### src/rtl/compare_pkg.sv
// compare_pkg
//   Shared definitions for the pipelined compare unit: opcode values, the
//   flag-combine mode encoding and the helper that applies a combine mode.
package compare_pkg;

  localparam int unsigned OP_ZERO   = 0;
  localparam int unsigned OP_PASS_A = 14;
  localparam int unsigned OP_PASS_B = 15;
  localparam int unsigned OP_EQ     = 17;
  localparam int unsigned OP_NE     = 18;
  localparam int unsigned OP_SLT    = 19;
  localparam int unsigned OP_SLTU   = 20;
  localparam int unsigned OP_SGE    = 21;
  localparam int unsigned OP_SGEU   = 22;

  typedef enum logic [1:0] {
    FM_REPLACE = 2'b00,
    FM_AND     = 2'b01,
    FM_OR      = 2'b10,
    FM_XOR     = 2'b11
  } flag_mode_t;

  function automatic logic combine_flag(input logic raw, input logic flag_in,
                                        input flag_mode_t mode);
    logic f;
    case (mode)
      FM_AND:  f = raw & flag_in;
      FM_OR:   f = raw | flag_in;
      FM_XOR:  f = raw ^ flag_in;
      default: f = raw;
    endcase
    return f;
  endfunction

endpackage

### src/rtl/compare_core.sv
// compare_core
//   Combinational evaluator: maps (a, b, op) to a result word, the raw
//   compare bit and an undefined-opcode indication.
//   Ports:
//     a, b    in  WIDTH  operands
//     op      in  OP_W   opcode (values from compare_pkg)
//     result  out WIDTH  0/1 zero-extended for compares, A/B for pass ops
//     raw     out 1      compare outcome; 0 for zero/pass/undefined ops
//     op_err  out 1      op is not a defined opcode
module compare_core
  import compare_pkg::*;
#(
  parameter int unsigned WIDTH = 32,
  parameter int unsigned OP_W  = 5
) (
  input  logic [WIDTH-1:0] a,
  input  logic [WIDTH-1:0] b,
  input  logic [OP_W-1:0]  op,
  output logic [WIDTH-1:0] result,
  output logic             raw,
  output logic             op_err
);

  logic lt_s;
  logic lt_u;

  assign lt_s = $signed(a) < $signed(b);
  assign lt_u = a < b;

  always_comb begin
    result = '0;
    raw    = 1'b0;
    op_err = 1'b0;
    case (op)
      OP_W'(OP_ZERO):   result = '0;
      OP_W'(OP_PASS_A): result = a;
      OP_W'(OP_PASS_B): result = b;
      OP_W'(OP_EQ):     raw = (a == b);
      OP_W'(OP_NE):     raw = (a != b);
      OP_W'(OP_SLT):    raw = lt_s;
      OP_W'(OP_SLTU):   raw = lt_u;
      OP_W'(OP_SGE):    raw = !lt_s;
      OP_W'(OP_SGEU):   raw = !lt_u;
      default:          op_err = 1'b1;
    endcase
    // raw is only ever set by compare ops, so it doubles as their result bit
    if (raw) result = {{(WIDTH-1){1'b0}}, 1'b1};
  end

endmodule

### src/rtl/compare_unit_pipe.sv
// compare_unit_pipe
//   Two-stage pipelined comparator with valid/ready on both sides.
//   S1 captures the operand beat, S2 holds the evaluated outputs.
//   Optional feature macro: COMPARE_STICKY_FLAG_EN (adds sticky_clr/sticky_flag).
//   Ports:
//     clk, rst            clock, asynchronous active-high reset
//     in_valid/in_ready   operand handshake
//     a, b, op            operands and opcode
//     flag_in, flag_mode  chained flag and its combine mode
//     out_valid/out_ready result handshake
//     result              compare result or pass-through operand
//     flag_out            raw compare bit combined with flag_in
//     op_err              beat carried an undefined opcode
//     sticky_clr          (macro only) clear accumulated flag
//     sticky_flag         (macro only) OR of flag_out over output transfers
module compare_unit_pipe
  import compare_pkg::*;
#(
  parameter int unsigned WIDTH = 32,
  parameter int unsigned OP_W  = 5
) (
  input  logic             clk,
  input  logic             rst,
  input  logic             in_valid,
  output logic             in_ready,
  input  logic [WIDTH-1:0] a,
  input  logic [WIDTH-1:0] b,
  input  logic [OP_W-1:0]  op,
  input  logic             flag_in,
  input  logic [1:0]       flag_mode,
  output logic             out_valid,
  input  logic             out_ready,
  output logic [WIDTH-1:0] result,
  output logic             flag_out,
  output logic             op_err
`ifdef COMPARE_STICKY_FLAG_EN
  ,
  input  logic             sticky_clr,
  output logic             sticky_flag
`endif
);

  logic             rst_done;
  logic             s1_valid;
  logic [WIDTH-1:0] s1_a;
  logic [WIDTH-1:0] s1_b;
  logic [OP_W-1:0]  s1_op;
  logic             s1_flag_in;
  flag_mode_t       s1_mode;

  logic [WIDTH-1:0] core_result;
  logic             core_raw;
  logic             core_err;
  logic             s2_load;

  compare_core #(
    .WIDTH (WIDTH),
    .OP_W  (OP_W)
  ) u_core (
    .a      (s1_a),
    .b      (s1_b),
    .op     (s1_op),
    .result (core_result),
    .raw    (core_raw),
    .op_err (core_err)
  );

  // S2 may take a new beat when empty or when its current beat leaves now.
  assign s2_load  = !out_valid || out_ready;
  // rst_done holds off acceptance until the first edge after reset release.
  assign in_ready = rst_done && (!s1_valid || s2_load);

  always_ff @(posedge clk or posedge rst) begin
    if (rst) begin
      rst_done   <= 1'b0;
      s1_valid   <= 1'b0;
      s1_a       <= '0;
      s1_b       <= '0;
      s1_op      <= '0;
      s1_flag_in <= 1'b0;
      s1_mode    <= FM_REPLACE;
    end else begin
      rst_done <= 1'b1;
      if (in_ready) begin
        s1_valid <= in_valid;
        if (in_valid) begin
          s1_a       <= a;
          s1_b       <= b;
          s1_op      <= op;
          s1_flag_in <= flag_in;
          s1_mode    <= flag_mode_t'(flag_mode);
        end
      end
    end
  end

  always_ff @(posedge clk or posedge rst) begin
    if (rst) begin
      out_valid <= 1'b0;
      result    <= '0;
      flag_out  <= 1'b0;
      op_err    <= 1'b0;
    end else if (s2_load) begin
      out_valid <= s1_valid;
      if (s1_valid) begin
        result   <= core_result;
        flag_out <= combine_flag(core_raw, s1_flag_in, s1_mode);
        op_err   <= core_err;
      end
    end
  end

`ifdef COMPARE_STICKY_FLAG_EN
  logic out_xfer;
  assign out_xfer = out_valid && out_ready;

  // A clear coinciding with a transfer keeps only that transfer's flag.
  always_ff @(posedge clk or posedge rst) begin
    if (rst) begin
      sticky_flag <= 1'b0;
    end else if (sticky_clr) begin
      sticky_flag <= out_xfer && flag_out;
    end else if (out_xfer) begin
      sticky_flag <= sticky_flag || flag_out;
    end
  end
`endif

endmodule

### config.mk
export PLATFORM = sky130hd
export DESIGN_NAME = compare_unit_pipe
export DESIGN_NICKNAME = d
export VERILOG_FILES = /design/src/rtl/compare_pkg.sv /design/src/rtl/compare_core.sv /design/src/rtl/compare_unit_pipe.sv
export SDC_FILE = /design/constraint.sdc
export NUM_CORES = 1
export LEC_CHECK = 0
export ABC_AREA = 1
export ABC_CLOCK_PERIOD_IN_PS = 7400
export CAP_MARGIN = 30
export CORE_MARGIN = 3
export CORE_UTILIZATION = 55
export CTS_BUF_LIST = sky130_fd_sc_hd__clkbuf_4 sky130_fd_sc_hd__clkbuf_8
export DETAILED_ROUTE_END_ITERATION = 16
export HOLD_SLACK_MARGIN = 0.03
export PLACE_DENSITY = 0.85
export SYNTH_ARGS = -nofsm -noshare
export SYNTH_HDL_FRONTEND = slang
export SYNTH_SLANG_ARGS = --single-unit
### constraint.sdc
create_clock -name clk -period 7.4 [get_ports clk]
set_clock_uncertainty 0.1 [all_clocks]
set_input_delay 1.85 -clock clk [delete_from_list [all_inputs] [get_ports clk]]
set_output_delay 1.85 -clock clk [all_outputs]
set_load 0.01 [all_outputs]
==> results of run 1 <==
==> cells by family (layout without fill, tap and decap cells) <==
kind of cell,after synthesis,after routing,share of synthesized area [%]
flops,109,109,50.9
other cells,1,1,0.0699
simple gates,259,259,19.3
fa+ha+maj,33,33,7.70
buf+inv,112,217,8.14
mux,6,6,1.26
compound gates,124,124,12.7
==> registers in the layout, summed over array words and instances, names as in the netlist <==
| signal | count |
|---|---|
| out_valid | 1 |
| s1_valid | 1 |
| s1_op | 5 |
| rst_done | 1 |
| s1_mode | 2 |
| s1_flag_in | 1 |
| s1_a | 32 |
| flag_out | 1 |
| result | 32 |
| op_err | 1 |
| s1_b | 32 |
==> report_power, final <==
part	total, W	switching, W	internal, W	leakage, nW
sequential	0.000736	0.0000484	0.000687	1.29
clock	0.000345	0.000210	0.000134	0.0893
combinational	0.000471	0.000264	0.000206	2.08
total	0.00155	0.000523	0.00103	3.45
==> synth_stat cells, types with 5 or more instances <==
cell | number | area (sq um)
mux2_2 | 6 | 67.6
buf_2 | 13 | 65.1
ha_1 | 33 | 413
o22ai_1 | 28 | 175
nor2_1 | 89 | 334
nand3_1 | 11 | 55.1
o21ai_0 | 9 | 45.0
dfrtp_1 | 109 | 2730
nand2_2 | 5 | 31.3
a21oi_1 | 80 | 400
nand2_1 | 145 | 544
inv_1 | 83 | 312
clkbuf_1 | 14 | 52.6
==> layer usage <==
layer  wire length, microns  part of all wire [%]  vias to the layer above
li1                       -                     -                     2247
met1                   5470                    44                     2158
met2                   6200                    50                      133
met3                    673                   5.4                       13
met4                    157                   1.3                        0
met5                      0                     0                        -
==> per-stage QoR <==
| stage | std cells | cell area (sq um) | power (W) | util (%) |
|---|---|---|---|---|
| 2_1_floorplan | 644 | 5360 | 0.00104 | - |
| 3_3_place_gp | 860 | 6560 | 0.00119 | 70.0 |
| 3_5_place_dp | 861 | 6570 | 0.00122 | 70.1 |
| 4_1_cts | 877 | 6760 | 0.00156 | 72.1 |
| 5_1_grt | 878 | 6780 | 0.00166 | 72.4 |
| 6_report | 878 | 6780 | 0.00155 | 72.4 |
==> critical path: stages <==
cell	delay, ns
clkdlybuf4s50_1	0.42
nor2_1	0.27
nand2_1	0.10
nand2_1	0.07
inv_1	0.08
clkdlybuf4s50_1	0.49
==> worst max-delay path by stage <==
| stage | slack (ns) | depth (start not counted) | endpoint |
|---|---|---|---|
| finish | 2.18 | 6 | in_ready |
| global route | 2.11 | 6 | in_ready |
| CTS | 2.23 | 6 | in_ready |
| detailed placement | 2.23 | 6 | in_ready |
| global placement | 2.28 | 6 | in_ready |
| floorplan | 2.58 | 1 | flag_out$_DFFE_PP0P_ |
==> final cells by class <==
| class | instances | area [sq um] |
|---|---|---|
| clock buffers | 10 | 138 |
| repair buffers | 116 | 1180 |
| inverters | 85 | 322 |
| fillers | 726 | 2590 |
| multi-input cells | 423 | 2210 |
| well taps | 129 | 161 |
| flip-flops and latches | 109 | 2730 |
| clock inverters | 6 | 46.3 |
==> metrics.yaml, run 1 <==
floorplanning:
  coreArea_sq_um: 9370
  start_util_pct: 57.2
  die_h_microns: 105
  pin_count: 112
  die_area_sq_um: 11000
  die_x_microns: 105
  placementRows: 35
min_path:
  min_to: "result[17]$_DFFE_PP0P_"
  min_from: "result[17]$_DFFE_PP0P_"
  hold_class: "reg2reg"
  holdPathStages: 2
route:
  drc: 0
  firstDrtPassIters: 4
  antenna_left: 0
  wl_per_cell_microns: 14.2
  num_vias: 4551
  drt_iter0_markers: 210
  drt-total-wl_microns: 12500
  avgViaCountPerCell: 5.18
global_routing:
  grt_util_all_layers_pct: 23.7
  antenna_found_initial: 0
  gr-usage-met2_pct: 40.1
  grt_pass1_vias: 4764
  top_usage_layer: "met2"
  grt_max_degree: 103
  globalRouteOverflowTotal: 0
  grt_use_met1_pct: 30.7
  grt_pass1_wl_microns: 21600
  grt_use_met3_pct: 4.76
synth:
  synth_cell_types: 27
  syn_nets: 753
  synthArstFlopShare_pct: 100
  ys_warn_count: 0
  synth_seq_area_share_pct: 50.9
  synth-seq-cells: 109
  synth-edff-count: 0
  syn_area_sq_um: 5360
  syn_area_per_cell_sq_um: 8.33
  synthCells: 644
  synth-main-ff-cell: "dfrtp_1"
power_and_ir_drop:
  peakVddDrop_v: 0.000106
  power.leakage_nw: 3.45
  p_per_area_nw_per_um2: 229
layout:
  layout_commonest_cell: "nand2_1"
  layout.nets: 853
  diodes: 0
  final_cell_mix: "144 x nand2_1, 111 x clkdlybuf4s50_1, 109 x dfrtp_1, 88 x nor2_1, 82 x inv_1"
  drive_gt1_share_pct: 6.01
  area_delta_synth_final_pct: 26.5
timing:
  rsz0062_at_grt: "false"
  post-route-period-util_pct: 70.6
  final.setup.worst_slack_ns: 2.18
  maxSlewHeadroom_pct: 39.5
  fin_crit_ns: 5.22
  max_slew.worst_pin.slew_ns: 0.905
  setup_viol: 0
  hold_viol: 0
  tns_ns: 0
  fin_hold_ws_ns: 0.389
  max_freq_ghz: 0.191
  slew_violations: 0
clock_tree:
  cts_setup_buffers: 0
  cts_tree: "yes"
  ctsLongestPathBuffers: 2
  clock_latency_ns: 0.36
  clk_pin_slew_worst_paths_ns: 0.10
  cts_resized: 0
  cts-htree-levels: 3
  cts_hold_buf: 0
  cts_root_buf: "clkbuf_8"
  cts_sinks: 109
  numCtsBuffers: 9
worst_setup_path:
  reg2regPathDepth: 16
  worstSetupPathType: "in2out"
  critPathArrivalTime_ns: 3.27
  rrSetupSlack_ns: 4.59
  r2r_start: "s1_a[31]$_DFFE_PP0P_"
  required_ns: 5.45
  startpoint_type: "primary input"
  cp-end-kind: "primary output"
  cp_max_fo: 3
  reg2reg_to: "flag_out$_DFFE_PP0P_"
  crit_start: "out_ready"
run_status:
  status: "finished clean"
placed_design:
  io_buffers: 111
  dp_hpwl_microns: 8700
  place_ws_ns: 2.23
  gp_congestion: 0.872
run:
  maxCapViolCount: 0
(Power assumes the default switching activity.)
==> run 2, diff against run 1 <==
Settings changed: ABC_CLOCK_PERIOD_IN_PS 7400 to 5300, CORE_UTILIZATION 55 to 53, PLACE_DENSITY 0.85 to 0.82.
Clock period 7.4 ns to 5.3 ns, I/O delays scaled along.
==> run 2 against run 1 <==
  * Via count grew 0.13%
  * Register-to-register slack lost 2.0 ns
  * Design area grew 0.89%
  * Flip-flop and latch count is the same
  * Critical path depth is the same
  * First-iteration DRC count shrank 14%
  * Clock power grew 63%
  * Sequential power grew 40%
  * Routed wire length grew 2.3%
  * Final cell count grew 1.0%
  * Setup slack lost 1.0 ns
==> metrics.yaml, run 2 (synthesized netlist as in run 1, its figures left out) <==
floorplanning:
  die_x_microns: 107  # +1.8%
  die_area_sq_um: 11400  # +3.6%
  placementRows: 36  # +2.9%
  die_h_microns: 107  # +1.8%
  coreArea_sq_um: 9820  # +4.8%
  start_util_pct: 54.6  # -2.6 points
  pin_count: 112  # unchanged
clock_tree:
  cts-htree-levels: 3  # unchanged
  clock_latency_ns: 0.38  # +0.02 ns
  cts_hold_buf: 0  # unchanged
  cts_setup_buffers: 0  # unchanged
  ctsLongestPathBuffers: 2  # unchanged
  cts_root_buf: "clkbuf_8"
  cts_tree: "yes"
  cts_sinks: 109  # unchanged
  clk_pin_slew_worst_paths_ns: 0.10  # about the same
  numCtsBuffers: 9  # unchanged
  cts_resized: 0  # unchanged
power_and_ir_drop:
  clkPwrFrac_pct: 25.0  # +2.8 points
  netSwitchingFraction_pct: 32.5  # -1.2 points
  power.leakage_nw: 3.48  # +0.90%
  peakVddDrop_v: 0.000204  # +91%
  p_per_area_nw_per_um2: 329  # +44%
  intPower_w: 0.00152  # +48%
  power_switching_w: 0.000733  # +40%
  seq_power_share_pct: 45.6  # -1.8 points
  combPwrFrac_pct: 29.3  # -1.0 points
global_routing:
  antenna_found_initial: 0  # unchanged
  grt_pass1_vias: 4616  # -3.1%
  grt_pass1_wl_microns: 21100  # -2.0%
  grt_util_all_layers_pct: 23.2  # -0.51 points
  globalRouteOverflowTotal: 0  # unchanged
  grt_max_degree: 88  # -15%
worst_setup_path:
  cp_max_fo: 3  # unchanged
  required_ns: 3.88  # -1.57 ns
  worstSetupPathType: "in2out"
  r2r_start: "s1_a[31]$_DFFE_PP0P_"
  critPathArrivalTime_ns: 2.71  # -0.56 ns
  startpoint_type: "primary input"
  cp-end-kind: "primary output"
  crit_start: "out_ready"
layout:
  final_cell_mix: "144 x nand2_1, 111 x clkdlybuf4s50_1, 109 x dfrtp_1, 88 x nor2_1, 82 x inv_1"
  seqCellArea_sq_um: 2730  # unchanged
  n_fill_cell: 828  # +14%
  fin_cells: 887  # +1.0%
  multiInputGateArea_sq_um: 2210  # unchanged
  diodes: 0  # unchanged
  drive_gt1_share_pct: 6.63  # +0.62 points
  area_delta_synth_final_pct: 27.6
  reg_top3: "result: 32 flops, s1_a: 32 flops, s1_b: 32 flops"
  layout.nets: 858  # +0.59%
  layout_commonest_cell: "nand2_1"
timing:
  setup_viol: 0  # unchanged
  fin_crit_ns: 4.14
  maxSlewHeadroom_pct: 39.3  # -0.28 points
  max_freq_ghz: 0.242
  slew_violations: 0  # unchanged
  tns_ns: 0  # unchanged
  rsz0062_at_grt: "false"
  hold_viol: 0  # unchanged
  fin_hold_ws_ns: 0.389  # +0.000324 ns
  max_slew.worst_pin.slew_ns: 0.911  # +0.00637 ns
  post-route-period-util_pct: 78.1
min_path:
  min_from: "result[19]$_DFFE_PP0P_"
  hold_class: "reg2reg"
run:
  maxCapViolCount: 0  # unchanged
route:
  num_vias: 4557  # +0.13%
  wl_per_cell_microns: 14.4  # +1.3%
  drt_iter0_markers: 180  # -14%
  drc: 0  # unchanged
  firstDrtPassIters: 4  # unchanged
  antenna_left: 0  # unchanged
  drt-total-wl_microns: 12800  # +2.3%
  avgViaCountPerCell: 5.14  # -0.88%
placed_design:
  dp_cells: 871  # +1.2%
  dp_hpwl_microns: 9090  # +4.5%
  io_buffers: 111  # unchanged
  gp_congestion: 0.828  # -5.0%
run_status:
  status: "finished clean"
[run 2: per-layer routing]
layer / vias up / wire [microns] / GRT usage, %
li1: 2260 / - / -
met4: 0 / 191 / 7.49
met2: 118 / 6540 / 40.4
met1: 2161 / 5440 / 29.0
met5: - / 0 / 0
met3: 18 / 611 / 4.70
[run 2: area by class of cell]
class,instances,area share (%)
Sequential cell,109,39.9
Multi-Input combinational cell,423,32.3
Timing Repair Buffer,121,17.4
Inverter,85,4.70
Tap cell,133,2.43
Clock buffer,9,1.81
Clock inverter,7,1.43
[run 2: power groups by stage]
| stage | Sequential, W | Clock [W] | Combinational (W) |
|---|---|---|---|
| 2_1_floorplan | 0.00104 | 0 | 0.000404 |
| 4_1_cts | 0.00103 | 0.000569 | 0.000667 |
| 6_report | 0.00103 | 0.000564 | 0.000661 |
| 5_1_grt | 0.00104 | 0.000604 | 0.000744 |
| 3_3_place_gp | 0.00104 | 0 | 0.000632 |
| 3_5_place_dp | 0.00104 | 0 | 0.000661 |
[run 2: path summary, 6_finish.rpt]
| kind | endpoint | slack [ns] | depth (start not counted) |
|---|---|---|---|
| min reg2reg | result[19]$_DFFE_PP0P_ | 0.39 | 2 |
| max | in_ready | 1.16 | 6 |
| max reg2reg | flag_out$_DFFE_PP0P_ | 2.57 | 17 |
| max in group asynchronous | s1_b[4]$_DFFE_PP0P_ | 2.87 | 3 |
| min in group asynchronous | s1_b[18]$_DFFE_PP0P_ | 1.38 | 2 |
| min | result[19]$_DFFE_PP0P_ | 0.39 | 2 |
[run 2: per-stage QoR]
step                      utilization [%]  setup slack (ns)  area [sq um]  total power [W]
after floorplan                         -              1.00          5360          0.00145
after CTS                            69.7              1.15          6840          0.00226
after global placement               67.3              1.23          6610          0.00167
after detailed placement             67.4              1.15          6620          0.00170
after global routing                 69.7              1.08          6840          0.00239
final                                69.7              1.16          6840          0.00225
[run 2: critical path: stages]
cell	delay (ns)
clkdlybuf4s50_1	0.42
nor2_1	0.23
nand2_1	0.09
nand2_1	0.08
inv_1	0.08
clkdlybuf4s50_1	0.48
==> run 3, diff against run 2 <==
Settings changed: ABC_CLOCK_PERIOD_IN_PS 5300 to 4200.
Clock period 5.3 ns to 4.2 ns, I/O delays scaled along.
==> run 3 against run 2 <==
  * Critical path depth is the same
  * Sequential power up 26%
  * Via count up 0.81%
  * Hold slack got worse by 0.0024 ns
  * Flip-flop and latch count did not move
  * Power up 22%
  * Setup slack worse by 0.52 ns
  * Count of clock-buffer cells in the layout grew 4
  * Design area down 0.15%
  * Final cell count is the same
  * Core utilization shrank 0.10 points
  * Critical endpoint unchanged
  * Largest cell class unchanged
==> metrics.yaml, run 3 (synthesized netlist as in run 1, its figures left out) <==
floorplanning:
  die_h_microns: 107  # unchanged
  placementRows: 36  # unchanged
  coreArea_sq_um: 9820  # unchanged
  start_util_pct: 54.6  # unchanged
  die_x_microns: 107  # unchanged
  pin_count: 112  # unchanged
  die_area_sq_um: 11400  # unchanged
worst_setup_path:
  cp-end-kind: "primary output"
  cp_cell_sequence: "clkdlybuf4s50_1 > nor2_1 > nand2_1 > nand2_1 > inv_1 > clkdlybuf4s50_1"
  max_stage_delay_ns: 0.48  # about the same
  reg2regPathDepth: 17  # unchanged
  critPathBufInv: 3  # unchanged
  cp.depth: 6  # unchanged
  critPathArrivalTime_ns: 2.41  # -0.30 ns
  slowest_stage: "clkdlybuf4s50_1"
  startpoint_type: "primary input"
  rrSetupSlack_ns: 1.52  # -1.05 ns
  crit_family: "buffers and inverters"
  required_ns: 3.05  # -0.83 ns
  worstSetupPathType: "in2out"
  cp_max_fo: 3  # unchanged
timing:
  setup_viol: 0  # unchanged
  max_freq_ghz: 0.281
  rsz0062_at_grt: "false"
  slew_violations: 0  # unchanged
  max_slew.worst_pin.slew_ns: 0.793  # -0.118 ns
  tns_ns: 0  # unchanged
  fin_hold_ws_ns: 0.386  # -0.00236 ns
  maxSlewHeadroom_pct: 47.0  # +7.7 points
  post-route-period-util_pct: 84.7
  hold_viol: 0  # unchanged
  fin_crit_ns: 3.56
route:
  drt-total-wl_microns: 12400  # -3.2%
  avgViaCountPerCell: 5.18  # +0.81%
  drt_iter0_markers: 226  # +26%
  wl_per_cell_microns: 14.0  # -3.2%
  antenna_left: 0  # unchanged
  firstDrtPassIters: 4  # unchanged
  num_vias: 4594  # +0.81%
  drc: 0  # unchanged
layout:
  n_fill_cell: 795  # -4.0%
  diodes: 0  # unchanged
  layout_commonest_cell: "nand2_1"
  area_delta_synth_final_pct: 27.4
  fin_util_pct: 69.6  # -0.10 points
  layout.nets: 858  # unchanged
  reg_top3: "result: 32 flops, s1_a: 32 flops, s1_b: 32 flops"
  design_area_sq_um: 6830  # -0.15%
  final_cell_mix: "144 x nand2_1, 111 x clkdlybuf4s50_1, 109 x dfrtp_1, 88 x nor2_1, 82 x inv_1"
  drive_gt1_share_pct: 6.63  # unchanged
  fin_cells: 887  # unchanged
run:
  maxCapViolCount: 0  # unchanged
power_and_ir_drop:
  peakVddDrop_v: 0.000190  # -6.7%
  p_per_area_nw_per_um2: 401  # +22%
  power.leakage_nw: 3.48  # about the same
clock_tree:
  clk_pin_slew_worst_paths_ns: 0.09  # about the same
  cts_root_buf: "clkbuf_8"
  cts_resized: 0  # unchanged
  numCtsBuffers: 9  # unchanged
  cts-htree-levels: 3  # unchanged
  cts_setup_buffers: 0  # unchanged
  clock_latency_ns: 0.37  # about the same
  cts_sinks: 109  # unchanged
  cts_tree: "yes"
  cts_hold_buf: 0  # unchanged
  ctsLongestPathBuffers: 2  # unchanged
global_routing:
  globalRouteOverflowTotal: 0  # unchanged
  grt_pass1_vias: 4610  # -0.13%
  antenna_found_initial: 0  # unchanged
  grt_util_all_layers_pct: 22.8  # -0.34 points
  grt_max_degree: 64  # -27%
  grt_pass1_wl_microns: 20900  # -1.3%
placed_design:
  io_buffers: 111  # unchanged
  gp_congestion: 0.824  # -0.43%
  dp_cells: 871  # unchanged
  placed_area_sq_um: 6650  # +0.38%
  dp_hpwl_microns: 8780  # -3.4%
run_status:
  status: "finished clean"
min_path:
  holdPathStages: 2  # unchanged
  hold_class: "reg2reg"
[run 3: worst paths after layout]
kind | startpoint | end
worst min-delay path | result[20]$_DFFE_PP0P_ | result[20]$_DFFE_PP0P_
worst min register to register | result[20]$_DFFE_PP0P_ | result[20]$_DFFE_PP0P_
worst max register to register | s1_a[31]$_DFFE_PP0P_ | flag_out$_DFFE_PP0P_
max in group asynchronous | rst | s1_a[19]$_DFFE_PP0P_
worst max-delay path | out_ready | in_ready
min in group asynchronous | rst | result[18]$_DFFE_PP0P_
[run 3: cell type report]
class / instances / area, sq um / share of cell area [%]
Sequential cell: 109 / 2730 / 39.9
Multi-Input combinational cell: 423 / 2210 / 32.4
Timing Repair Buffer: 121 / 1220 / 17.8
Inverter: 85 / 322 / 4.71
Clock buffer: 13 / 166 / 2.44
Tap cell: 133 / 166 / 2.44
Clock inverter: 3 / 20.0 / 0.293
[run 3: through the flow]
step	setup slack [ns]	total power, W
after CTS	0.630	0.00276
after global placement	0.676	0.00211
after detailed placement	0.635	0.00215
after global routing	0.568	0.00293
after floorplan	0.176	0.00183
final	0.641	0.00274
[run 3: power breakdown]
group	switching, W	internal, W
combinational	0.000464	0.000369
clock	0.000351	0.000261
sequential	0.0000847	0.00121
[run 3: worst reg2reg max path, delay by kind of cell (launching register included)]
family          cells  cell delay [ns]
buf+inv             1             0.05
fa+ha+maj           2             0.61
simple gates       11             1.12
compound gates      3             0.27
flops               1             0.42
[run 3: metal layers]
layer	wire length, microns	part of all wire [%]	global-route usage [%]	vias to the layer above
met3	567	4.6	3.19	14
met2	6190	50	40.5	132
met4	202	1.6	8.58	0
li1	-	-	-	2261
met5	0	0	0	-
met1	5420	44	28.4	2187
